### config.mk
export PLATFORM = sky130hd
export DESIGN_NAME = midi_event_decoder
export DESIGN_NICKNAME = d
export VERILOG_FILES = /design/src/rtl/midi_pkg.sv /design/src/rtl/midi_status_decode.sv /design/src/rtl/midi_event_decoder.sv
export SDC_FILE = /design/constraint.sdc
export NUM_CORES = 1
export LEC_CHECK = 0
export ABC_AREA = 1
export ABC_CLOCK_PERIOD_IN_PS = 4200
export BUFFER_PORTS_ARGS = -buffer_cell sky130_fd_sc_hd__buf_2
export CAP_MARGIN = 20
export CORE_UTILIZATION = 35
export CTS_CLUSTER_DIAMETER = 150
export CTS_CLUSTER_SIZE = 8
export DETAILED_ROUTE_END_ITERATION = 7
export GPL_ROUTABILITY_DRIVEN = 0
export GPL_TIMING_DRIVEN = 0
export SYNTH_ARGS = -nofsm -noshare
export SYNTH_HDL_FRONTEND = slang
export SYNTH_HIERARCHICAL = 1
export SYNTH_SLANG_ARGS = --single-unit
### constraint.sdc
create_clock -name clk32 -period 4.2 [get_ports clk32]
set_input_delay 0.84 -clock clk32 [delete_from_list [all_inputs] [get_ports clk32]]
set_output_delay 0.84 -clock clk32 [all_outputs]
set_load 0.03 [all_outputs]
### src/rtl/midi_pkg.sv
// Shared constants and types for the MIDI byte-stream parser.
package midi_pkg;

    localparam logic [3:0] NOTE_OFF = 4'h8;
    localparam logic [3:0] NOTE_ON  = 4'h9;
    localparam logic [3:0] POLY_AT  = 4'hA;
    localparam logic [3:0] CC       = 4'hB;
    localparam logic [3:0] PROG     = 4'hC;
    localparam logic [3:0] CH_AT    = 4'hD;
    localparam logic [3:0] PBEND    = 4'hE;

    localparam logic [7:0] SYSEX_START = 8'hF0;
    localparam logic [7:0] SYSEX_END   = 8'hF7;

    typedef enum logic [1:0] {
        StNoStatus,
        StWaitD1,
        StWaitD2,
        StSysex
    } parse_state_e;

    typedef enum logic [2:0] {
        KindSilent,
        KindNoteOff,
        KindNoteOn,
        KindPolyAt,
        KindChAt
    } msg_kind_e;

endpackage

### src/rtl/midi_status_decode.sv
// Maps a channel-status nibble to the emitted event kind and its data length.
module midi_status_decode
    import midi_pkg::*;
(
    input  logic [3:0] status,
    output logic [2:0] kind,
    output logic       two_bytes
);

    always_comb begin
        kind      = KindSilent;
        two_bytes = 1'b1;
        case (status)
            NOTE_OFF: kind = KindNoteOff;
            NOTE_ON:  kind = KindNoteOn;
            POLY_AT:  kind = KindPolyAt;
            CH_AT: begin
                kind      = KindChAt;
                two_bytes = 1'b0;
            end
            PROG:     two_bytes = 1'b0;
            default:  ;
        endcase
    end

endmodule

### src/rtl/midi_event_decoder.sv
// Parses the UART MIDI byte stream into one-cycle note-event strobes with
// running status, real-time passthrough, SysEx/system-common discard and channel filtering.
module midi_event_decoder
    import midi_pkg::*;
#(
    parameter logic [15:0] CHANNEL_MASK = 16'hFFFF,
    parameter bit          VEL0_IS_OFF  = 1'b1
) (
    input  logic       clk32,
    input  logic       rst,
    input  logic [7:0] rx_data,
    input  logic       rx_valid,
    output logic       note_pressed,
    output logic       note_released,
    output logic       note_keypress,
    output logic       note_channelpress,
    output logic [6:0] note_interface,
    output logic [6:0] velocity,
    output logic [3:0] channel,
    output logic       msg_error,
    output logic [7:0] err_count
);

    parse_state_e state_q, state_d;
    logic [3:0]   status_q, status_d;
    logic [3:0]   chan_q, chan_d;
    logic [6:0]   d1_q, d1_d;

    logic [2:0] kind;
    logic       two_bytes;
    logic       is_data, is_chan, is_syscom;
    logic       complete, data_err;
    logic [6:0] msg_d1, msg_d2;

    logic       pressed_d, released_d, keypress_d, chpress_d, err_d;
    logic [6:0] note_d, vel_d;
    logic [3:0] ch_d;
    logic [7:0] cnt_d;

    midi_status_decode u_status_decode (
        .status    (status_q),
        .kind      (kind),
        .two_bytes (two_bytes)
    );

    // Real-time bytes (F8-FF) fall into none of these classes and are ignored.
    assign is_data   = rx_valid & ~rx_data[7];
    assign is_chan   = rx_valid & rx_data[7] & (rx_data[7:4] != 4'hF);
    assign is_syscom = rx_valid & (rx_data[7:3] == 5'b11110);

    assign msg_d1 = (state_q == StWaitD2) ? d1_q : rx_data[6:0];
    assign msg_d2 = rx_data[6:0];

    always_ff @(posedge clk32 or posedge rst) begin
        if (rst) begin
            state_q  <= StNoStatus;
            status_q <= 4'h0;
            chan_q   <= 4'h0;
            d1_q     <= 7'h00;
        end else begin
            state_q  <= state_d;
            status_q <= status_d;
            chan_q   <= chan_d;
            d1_q     <= d1_d;
        end
    end

    always_comb begin
        state_d  = state_q;
        status_d = status_q;
        chan_d   = chan_q;
        d1_d     = d1_q;
        complete = 1'b0;
        data_err = 1'b0;
        if (is_chan) begin
            state_d  = StWaitD1;
            status_d = rx_data[7:4];
            chan_d   = rx_data[3:0];
        end else if (is_syscom) begin
            status_d = 4'h0;
            chan_d   = 4'h0;
            state_d  = (state_q == StSysex && rx_data == SYSEX_END) ? StNoStatus : StSysex;
        end else if (is_data) begin
            case (state_q)
                StNoStatus: data_err = 1'b1;
                StWaitD1: begin
                    if (two_bytes) begin
                        d1_d    = rx_data[6:0];
                        state_d = StWaitD2;
                    end else begin
                        complete = 1'b1;
                    end
                end
                StWaitD2: begin
                    complete = 1'b1;
                    state_d  = StWaitD1;
                end
                default: ;
            endcase
        end
    end

    always_comb begin
        pressed_d  = 1'b0;
        released_d = 1'b0;
        keypress_d = 1'b0;
        chpress_d  = 1'b0;
        note_d     = note_interface;
        vel_d      = velocity;
        ch_d       = channel;
        err_d      = data_err;
        cnt_d      = (data_err && err_count != 8'hFF) ? err_count + 8'd1 : err_count;
        if (complete && CHANNEL_MASK[chan_q] && kind != KindSilent) begin
            note_d = msg_d1;
            vel_d  = msg_d2;
            ch_d   = chan_q;
            case (kind)
                KindNoteOn: begin
                    if (msg_d2 == 7'h00 && VEL0_IS_OFF) released_d = 1'b1;
                    else                                pressed_d  = 1'b1;
                end
                KindNoteOff: released_d = 1'b1;
                KindPolyAt:  keypress_d = 1'b1;
                KindChAt: begin
                    chpress_d = 1'b1;
                    note_d    = 7'h00;
                    vel_d     = msg_d1;
                end
                default: ;
            endcase
        end
    end

    always_ff @(posedge clk32 or posedge rst) begin
        if (rst) begin
            note_pressed      <= 1'b0;
            note_released     <= 1'b0;
            note_keypress     <= 1'b0;
            note_channelpress <= 1'b0;
            note_interface    <= 7'h00;
            velocity          <= 7'h00;
            channel           <= 4'h0;
            msg_error         <= 1'b0;
            err_count         <= 8'h00;
        end else begin
            note_pressed      <= pressed_d;
            note_released     <= released_d;
            note_keypress     <= keypress_d;
            note_channelpress <= chpress_d;
            note_interface    <= note_d;
            velocity          <= vel_d;
            channel           <= ch_d;
            msg_error         <= err_d;
            err_count         <= cnt_d;
        end
    end

endmodule

# After elaboration in Yosys (flattened, before gate mapping)
# Memories as Yosys holds them, arrays and structs flattened.
# Index checks and enable logic that the tools add are counted.
# op_classes
add_sub_neg,1
order_cmp,1
n_eq_ne,17
muxes,33
n_bitwise,8
reduce_logical,13
# ops
operator,n
7-bit two-way mux,3
4-bit == test (second input constant),5
1-bit two-way mux,18
4-bit two-way mux,3
3-bit case mux with 4 select lines,1
2-bit two-way mux,5
8-bit by 1-bit adder with 8-bit output (second input constant),1
8-bit == test (second input constant),1
4-bit != test (second input constant),2
8-bit != test (second input constant),1
7-bit zero test,1
3-bit by 2-bit == test with 1-bit output (second input constant),2
3-bit nonzero test,2
5-bit == test (second input constant),1
4-bit by 5-bit less-than comparator with 1-bit output (second input constant),1
5-bit AND reduction,1
1-bit AND,4
2-bit == test (second input constant),2
1-bit logical AND,4
1-bit NOT,4
1-bit case mux with 2 select lines,2
2-bit case mux with 2 select lines,1
4-bit nonzero test,1
3-bit by 1-bit == test with 1-bit output (second input constant),1
other kinds (6),6
# word_totals
regBits,48
mem_bits_ro,16
inputBits,11
out_inout_bits,31
elab_cells,87
memories,1
# mem_list
memory,words,width,rd,rd_ports_with_merged_regs,wr,line_no,text
(no name shown),16,1,1,0,0,midi_event_decoder.sv:113,if (complete && CHANNEL_MASK[chan_q] && kind != KindSilent) begin

# Logic depth before layout (Yosys ltp)
# Gate-level depths: netlist (run 1).
# logic_depth
ltp_word,10
ltp_mapped,9
depth_no_buf,9

# By module
# The synthesis (run 1) kept the hierarchy.
# by_module_without_submodules
module,n_inst,cells_each,area_each_um2,seq_area_each_um2
midi_event_decoder,1,279,2422.3,1201.2
midi_status_decode,1,10,57.6,0.0

# Worst setup path before layout (run 1)
# OpenSTA, ideal clock, no wires.
# synth_timing
kind,input to register
startpoint,input port rx_data[7]
endpoint,register channel[0]
setup_ps,118
arrival_ps,1483
required_ps,4082
setup_slack_ps,2599
stages,7
path_buffers,1
cell_sequence,inv_1 nand2_2 nor2_2 nand3_4 buf_6 nand2_2 o21ai_2
# synth_between
elab_chain_len,7
word_cells_on_any_way,12
classes_between,eq/ne (2); mux (3); bitwise (5); reduce/logical (2)
# synth_lines
element,line_no,text
start: declaration,midi_event_decoder.sv:11,"input logic [7:0] rx_data,"
"parallel branches: the longest is 4 deep, another holds 5-bit == test",n/a,
1-bit two-way mux *,midi_event_decoder.sv:75,if (is_chan) begin
1-bit logical AND * (2 in series),midi_event_decoder.sv:113,
end signal: assignment,midi_event_decoder.sv:152,channel <= ch_d;
end: declaration,midi_event_decoder.sv:19,"output logic [3:0] channel,"
# Mark *: on every way between the ends.
# A chain may end at the register's enable or synchronous reset.

# Final worst setup path (run 1)
# layout_timing
startpoint,register err_count[4]
endpoint,output port err_count[4]
# layout_rtl
element,line_no,text
start: declaration,midi_event_decoder.sv:21,output logic [7:0] err_count
start signal: assignment,midi_event_decoder.sv:154,err_count <= cnt_d;
# No word-level cell between the ends.

==> metrics.md, run 1 <==
| Metric | Value |
|---|---|
| Bufs on Longest Clock Path | `2` |
| Hold_buf cts | `0` |
| Drt first-iter violations | `roughly 130` |
| Clock transition at path regs | `roughly 90 ps` |
| Yosys reg bits | `48` |
| Area delta synth->final | `17.9%` |
| Inst Count DP | `427` |
| Worst path cell trace | `buf_2` |
| Final TNS setup | `0 ps` |
| Layout Skew | `~8.6 ps` |
| Register-to-Register Path Depth | `9` |
| Path type of the worst min-delay path | `reg -> reg` |
| DIE AREA | `7430 um^2` |
| Final setup fails | `0` |
| Post-Place Setup Slack | `~2300 ps` |
| Hpwl dp | `around 3.8 mm` |
| Max Clock Freq | `approximately 0.55 GHz` |
| Synth warn | `6` |
| Post-Route Utilization | `between 40% and 50%` |
| Worst EP required | `around 3400 ps` |
| Final Cycle Share | `between 40% and 50%` |
| Share of layout cells above drive strength 1 | `between 20 and 30%` |
| Skew-Pair Late Insertion Delay | `310 ps` |
| Routed Antenna Nets | `0` |
| Root Buffer | `clkbuf_8` |
| Yosys cell types | `31` |
| Die height | `around 86 um` |
| DRT Pass-1 Iters | `4` |
| Horiz. Die Dim | `86.2 um` |
| Comb power frac | `between 40% and 50%` |
| Nets | `354` |
| Synthesized instance count | `~290` |
| # rows | `30` |
| Hold Path End | `velocity[5]` |
| Seq pwr share | `40.4%` |
| CTS tree | `yes` |
| Syn_nets | `305` |
| Sw Ratio | `between 40 and 50%` |
| R2r startpoint | `status_q[2]` |
| Reg2reg setup slack | `around 2600 ps` |
| Slew Limit Fails | `0` |
| Max FO, Critical Path | `5` |
| CTS buffer count | `5` |
| Status | `completed` |
| Hold path depth | `2` |
| CP arrival | `around 960 ps` |
| First-pass GRT wire length | `~8.5 mm` |
| Post-CTS Setup Bufs | `0` |
| Final Hold Viols | `0` |
| Vias per inst | `4.51` |
| Startpoint types | `register` |
| Max Cap Viol | `0` |
| Crit end category | `output pin` |
| Critical path depth in cells | `1` |
| Peak supply drop | `between 0.0002 and 0.00025 V` |
| Most frequent cells in the layout | `nand2_1, dfrtp_1, buf_2, inv_1, o21ai_0` |
| Hold Crit Start | `velocity[5]` |
| Slew @ Worst Pin | `about 490 ps` |
| Reg-to-reg endpoint | `note_interface[1]` |
| Vias in the first global route | `1787` |
| Number of antenna violations at the first check in global routing | `0` |
| P_sw | `738 uW` |
| Total GRT Usage | `between 10% and 20%` |
| Detailed-route via count | `1961` |
| Post_cts resized | `0` |
| N_diodes | `0` |
| GR Overflow Total | `0` |
| Core box area | `~6800 um^2` |
| Detailed Route WL | `slightly below 5 mm` |
| Crit path buf inv count | `1` |
| Seq/Total Area, Yosys | `around 48%` |
| Final min period | `about 1800 ps` |
| Rel. slew slack | `67.6%` |
| CP max stage cell | `dfrtp_1` |
| Mapped cell area | `between 2000 and 2500 um^2` |
| WL per Instance | `~11 um` |
| CP delay by family, top | `flip-flops` |
| Crit path largest cell delay | `430 ps` |
| Input/output buffers | `~40` |
| Commonest non-fill, non-tap cell in the layout | `nand2_1` |
| RSZ-0062 raised after global routing | `no` |
| Largest net degree at the start of global routing | `28` |
| Static Leak | `1.51 nW` |
| Num Clock Sinks | `48` |
| CTS H-tree depth | `2` |
| P_int | `around 1000 uW` |
| Initial Utilization | `36.3%` |
| Power share of the clock group | `roughly 17%` |
| Kind of critical path | `reg -> out` |
| Post-route DRC | `0` |
| Number of I/O pins | `42` |
| Final Non-Filler Cells | `approximately 440` |
| Pwr dens | `roughly 590 nW/um^2` |
| Syn_area_per_cell | `around 8.6 um^2` |
| Final WS setup | `between 2000 and 2500 ps` |
synthesized netlist by cell type:
library cell | count | area share (%)
nor2_2 | 4 | 1.0
xor2_1 | 2 | 0.71
nand2_4 | 1 | 0.45
nor3b_1 | 1 | 0.30
inv_1 | 30 | 4.5
nand3b_1 | 2 | 0.61
nand4_1 | 4 | 1.0
nand2_2 | 11 | 2.8
o21bai_4 | 1 | 0.76
o21ai_0 | 23 | 4.6
nand2_1 | 95 | 14
buf_4 | 1 | 0.30
xnor2_1 | 2 | 0.71
nand3_2 | 1 | 0.40
o22ai_1 | 4 | 1.0
o21ai_4 | 1 | 0.66
inv_4 | 1 | 0.25
buf_6 | 5 | 2.3
o21ai_2 | 11 | 3.9
a21oi_2 | 1 | 0.35
inv_2 | 2 | 0.30
nor3_1 | 2 | 0.40
buf_2 | 1 | 0.20
dfrtp_1 | 48 | 48
o21ai_1 | 4 | 0.81
nand3b_4 | 1 | 0.81
nand3_4 | 1 | 0.71
nor2_1 | 10 | 1.5
nand3_1 | 13 | 2.6
ha_1 | 5 | 2.5
nor3_4 | 1 | 0.66
state kept, by name (all words and copies together) (netlist names):
| name | flops |
|---|---|
| chan_q | 4 |
| channel | 4 |
| d1_q | 7 |
| err_count | 8 |
| msg_error | 1 |
| note_channelpress | 1 |
| note_interface | 7 |
| note_keypress | 1 |
| note_pressed | 1 |
| note_released | 1 |
| state_q | 2 |
| status_q | 4 |
| velocity | 7 |
worst min-delay path, delay by kind of cell, from the launching register on:
| kind | cells | cell delay (ps) |
|---|---|---|
| DFF | 1 | 350 |
| and+or+nand+nor | 2 | 110 |
logic make-up (layout without fill, tap and decap cells):
logic type | Yosys count | in the layout | share of synthesized area (%)
and+or+nand+nor | 147 | 147 | 27.6
DFF | 48 | 48 | 48.4
AOI/OAI and AO/OA | 45 | 45 | 12.1
buffers and inverters | 40 | 90 | 7.87
adders and majority gates | 5 | 5 | 2.52
xor gates and xnor gates | 4 | 4 | 1.41
routing by layer:
metal	global-route usage [%]	routed length, um	vias up
met5	0	0	-
met2	21.0	2120	38
met4	6.36	101	0
li1	-	-	1017
met1	21.9	2570	900
met3	2.86	172	6
layout make-up:
class | instances | area, um^2
Multi-Input combinational cell | 201 | 1080
Timing Repair Buffer | 42 | 225
Buffer | 7 | 68.8
Clock buffer | 6 | 82.6
Tap cell | 96 | 120
Fill cell | 723 | 3910
Clock inverter | 2 | 15.0
Inverter | 33 | 126
Sequential cell | 48 | 1200
per-stage QoR:
step	hold slack [ps]	total power [mW]	cell area (um^2)
5_1_grt	500	1.85	2920
6_report	489	1.71	2920
3_3_place_gp	462	1.42	2810
4_1_cts	488	1.74	2920
2_1_floorplan	453	1.24	2480
3_5_place_dp	465	1.43	2830
power groups by stage:
| stage | Combinational (mW) | Clock, mW | Sequential, mW |
|---|---|---|---|
| after floorplan | 0.374 | 0 | 0.870 |
| after global placement | 0.716 | 0 | 0.700 |
| after detailed placement | 0.731 | 0 | 0.702 |
| after CTS | 0.733 | 0.311 | 0.693 |
| after global routing | 0.806 | 0.327 | 0.714 |
| final | 0.723 | 0.297 | 0.693 |
worst max path at each step:
stage,to,from
4_1_cts,err_count[4],err_count[4]
3_5_place_dp,channel[1],rx_data[7]
3_3_place_gp,err_count[1],rst
5_1_grt,err_count[2],err_count[2]
6_report,err_count[4],err_count[4]
2_1_floorplan,chan_q[0],rst
Note: power is estimated with default switching activity, not from simulation.
==> inputs of run 2 (changes only) <==
--- a/config.mk
+++ b/config.mk
@@ -5,8 +5,8 @@
 export SDC_FILE = /design/constraint.sdc
 export NUM_CORES = 1
 export LEC_CHECK = 0
-export ABC_AREA = 1
-export ABC_CLOCK_PERIOD_IN_PS = 4200
+export ABC_AREA = 0
+export ABC_CLOCK_PERIOD_IN_PS = 1600
 export BUFFER_PORTS_ARGS = -buffer_cell sky130_fd_sc_hd__buf_2
 export CAP_MARGIN = 20
 export CORE_UTILIZATION = 35
==> constraint.sdc (replaced) <==
create_clock -name clk32 -period 1.6 [get_ports clk32]
set_input_delay 0.32 -clock clk32 [delete_from_list [all_inputs] [get_ports clk32]]
set_output_delay 0.32 -clock clk32 [all_outputs]
set_load 0.03 [all_outputs]
==> metrics.md, run 2 <==
| Metric | Value |
|---|---|
| Final WS setup | `-144 ps` |
| Final Cycle Share | `109%` |
| Peak supply drop | `0.000810 V` |
| DP Area | `2540 um^2` |
| Layout Skew | `between 10 and 15 ps` |
| Clock transition at path regs | `90 ps` |
| Horiz. Die Dim | `81.6 um` |
| Met2 WL | `between 2 and 2.5 mm` |
| Nets | `roughly 280` |
| Vias per inst | `5.01` |
| # rows | `28` |
| Initial Utilization | `a little under two fifths` |
| Core box area | `about 6000 um^2` |
| WL per Instance | `approximately 15 um` |
| Detailed-route via count | `approximately 1700` |
| Die height | `between 80 and 90 um` |
| CTS tree | `yes` |
| Commonest non-fill, non-tap cell in the layout | `dfrtp_1` |
| Detailed Route WL | `about 5.0 mm` |
| N_diodes | `0` |
| Path type of the worst min-delay path | `in -> reg` |
| Register area | `1200 um^2` |
| Hold path depth | `2` |
| Input/output buffers | `slightly above 40` |
| CP max stage cell | `dfrtp_1` |
| Skew-Pair Late Insertion Delay | `roughly 300 ps` |
| R2r startpoint | `status_q[1]` |
| DRT Pass-1 Iters | `4` |
| Routed Antenna Nets | `0` |
| Reg2reg setup slack | `-140 ps` |
| Kind of critical path | `reg -> reg` |
| Share of layout cells above drive strength 1 | `a little under half` |
| Area delta synth->final | `39.4%` |
| Ys flop type | `dfrtp_1` |
| Final Hold Viols | `0` |
| Max reg flops | `8` |
| Root Buffer | `clkbuf_8` |
| Top cells by area, synth | `dfrtp_1, mux2i_1, mux2_1` |
| Synth warn | `6` |
| Syn_area_per_cell | `around 12 um^2` |
| Yosys cell types | `38` |
| Synth top cells by count | `dfrtp_1, nand2_1, o21ai_1` |
| Post-route DRC | `0` |
| Area leader, netlist | `dfrtp_1` |
| Share of the synthesized area in the top cell type | `roughly 54%` |
| Max Clock Freq | `around 0.57 GHz` |
| Largest net degree at the start of global routing | `34` |
| Top-count cell post-synth | `dfrtp_1` |
| Num Clock Sinks | `48` |
| Vias in the first global route | `between 1500 and 2000` |
| CP delay by family, top | `flip-flops` |
| Reg-to-reg endpoint | `channel[2]` |
| Crit path buf inv count | `1` |
| Syn_nets | `207` |
| CTS buffer count | `5` |
| Fillers | `about 560` |
| Failing checks | `setup timing` |
| Tot Pwr | `4.83 mW` |
| Mapped cell area | `roughly 2200 um^2` |
| Bufs on Longest Clock Path | `2` |
| Highest routing layer actually used | `met4` |
| RSZ-0062 raised after global routing | `yes` |
| Pwr dens | `roughly 1600 nW/um^2` |
| Register-to-Register Path Depth | `6` |
| CP arrival | `about 1900 ps` |
| GR Overflow Total | `0` |
| Number of I/O pins | `between 40 and 50` |
| Top reg by flops | `err_count` |
| Async SR Flop Fraction | `between 90% and 100%` |
| Worst EP required | `around 1800 ps` |
| Drt first-iter violations | `between 100 and 150` |
| Crit end category | `register` |
| Footprint of the multi-input gates | `between 1000 and 1500 um^2` |
| Crit path largest cell delay | `approximately 440 ps` |
| Total GRT Usage | `16.1%` |
| Most frequent cells in the layout | `dfrtp_1, buf_2, mux2i_1, buf_4` |
| Post-synth EDFFs | `0` |
| Max FO, Critical Path | `4` |
| Synthesized instance count | `~190` |
| Slew Limit Fails | `0` |
| Met1 WL | `2.33 mm` |
| Number of antenna violations at the first check in global routing | `0` |
| Final setup fails | `19` |
| Seq/Total Area, Yosys | `54.2%` |
| Worst path cell trace | `xnor2_2 -> nor2_4 -> or3_4 -> o211ai_4 -> buf_12 -> mux2_4` |
| Slew @ Worst Pin | `417 ps` |
| Max Cap Viol | `0` |
| CTS H-tree depth | `2` |
| Yosys reg bits | `48` |
| Startpoint types | `register` |
| Final min period | `roughly 1700 ps` |
| DIE AREA | `around 6700 um^2` |
| WL met3 | `roughly 230 um` |
| Status | `complete, but fails checks` |
| Hpwl dp | `about 3.2 mm` |
| Static Leak | `between 1 and 1.5 nW` |
| Post-route cell area | `between 3000 and 4000 um^2` |
| First-pass GRT wire length | `around 8.0 mm` |
| Rel. slew slack | `72.2%` |
| Hold Crit Start | `rx_data[0]` |
| Hold Path End | `d1_q[0]` |
run 2: cell types whose count changed in the layout (fill, tap and decap cells not counted), moves of 5 or more:
cell	before	now
a22o_1	0	8
o21ai_2	11	5
mux2_4	0	5
o21ai_1	4	10
o21ai_0	23	0
mux2i_1	0	13
buf_4	1	13
nand3_1	13	4
nand2_1	95	8
mux2_1	0	8
inv_1	29	1
nor2_1	10	5
run 2: cell type report:
class | count | share of cell area, %
multi-input cells | 132 | 37.9
well taps | 75 | 3.04
clock inverters | 1 | 0.972
repair buffers | 62 | 13.7
flip-flops and latches | 48 | 38.9
clock buffers | 7 | 3.12
plain buffers | 5 | 1.70
inverters | 5 | 0.689
run 2: where the power goes:
| group | leakage (nW) | switching [mW] | total (mW) | internal, mW |
|---|---|---|---|---|
| registers | 0.615 | 0.297 | 1.90 | 1.60 |
| clock network | 0.0645 | 0.400 | 0.952 | 0.552 |
| logic | 0.803 | 1.15 | 1.97 | 0.823 |
| total | 1.48 | 1.85 | 4.83 | 2.98 |
run 2: through the flow:
step	setup TNS, ps	setup WS, ps	std cells	util (%)	hold slack (ps)
3_5_place_dp	-4630	-261	308	42.1	321
4_1_cts	-1050	-99.1	324	46.9	328
5_1_grt	-2430	-171	335	51.3	344
6_report	-1510	-144	335	51.3	343
3_3_place_gp	-29210	-530	307	41.8	463
2_1_floorplan	0	6.97	191	-	452
run 2: kinds of logic after synthesis:
group                      after synthesis  synth area share [%]
buffers and inverters                   11                  2.09
adders and majority gates                5                  2.82
muxes                                   28                  13.4
and+or+nand+nor                         59                  15.0
xor gates and xnor gates                 6                  2.37
AOI/OAI and AO/OA                       34                  10.1
DFF                                     48                  54.2
run 2: worst register-to-register path: cells and delay by family, from the launching register on:
family,cells,cell delay (ps)
buf+inv,1,150
compound gates,1,110
simple gates,2,430
flops,1,440
mux,1,300
xor+xnor,1,220
run 2: layer usage:
metal  vias to the layer above  GRT usage, %
met5                         -             0
met1                       808          22.2
met2                        47          25.0
met4                         0          5.96
li1                        817             -
met3                         5          3.22
run 2: what timing repair did:
item	CTS	global route
cloned	1	1
pin swaps	5	20
resized for setup	26	40
setup endpoints to repair	26	28
buffers inserted	7	10
hold buffers	1	0
endpoints found under the hold margin	11	0
run 2: how the worst max path moves through the flow:
stage                     start                 to  slack (ps)  cells after the start
global route        status_q[1]         channel[0]        -170                      6
floorplan           status_q[1]         channel[0]           7                      5
finish              status_q[1]         channel[2]        -140                      6
detailed placement   state_q[0]  note_interface[2]        -260                      7
CTS                 status_q[0]         channel[2]        -100                      6
global placement            rst         channel[2]        -530                      2
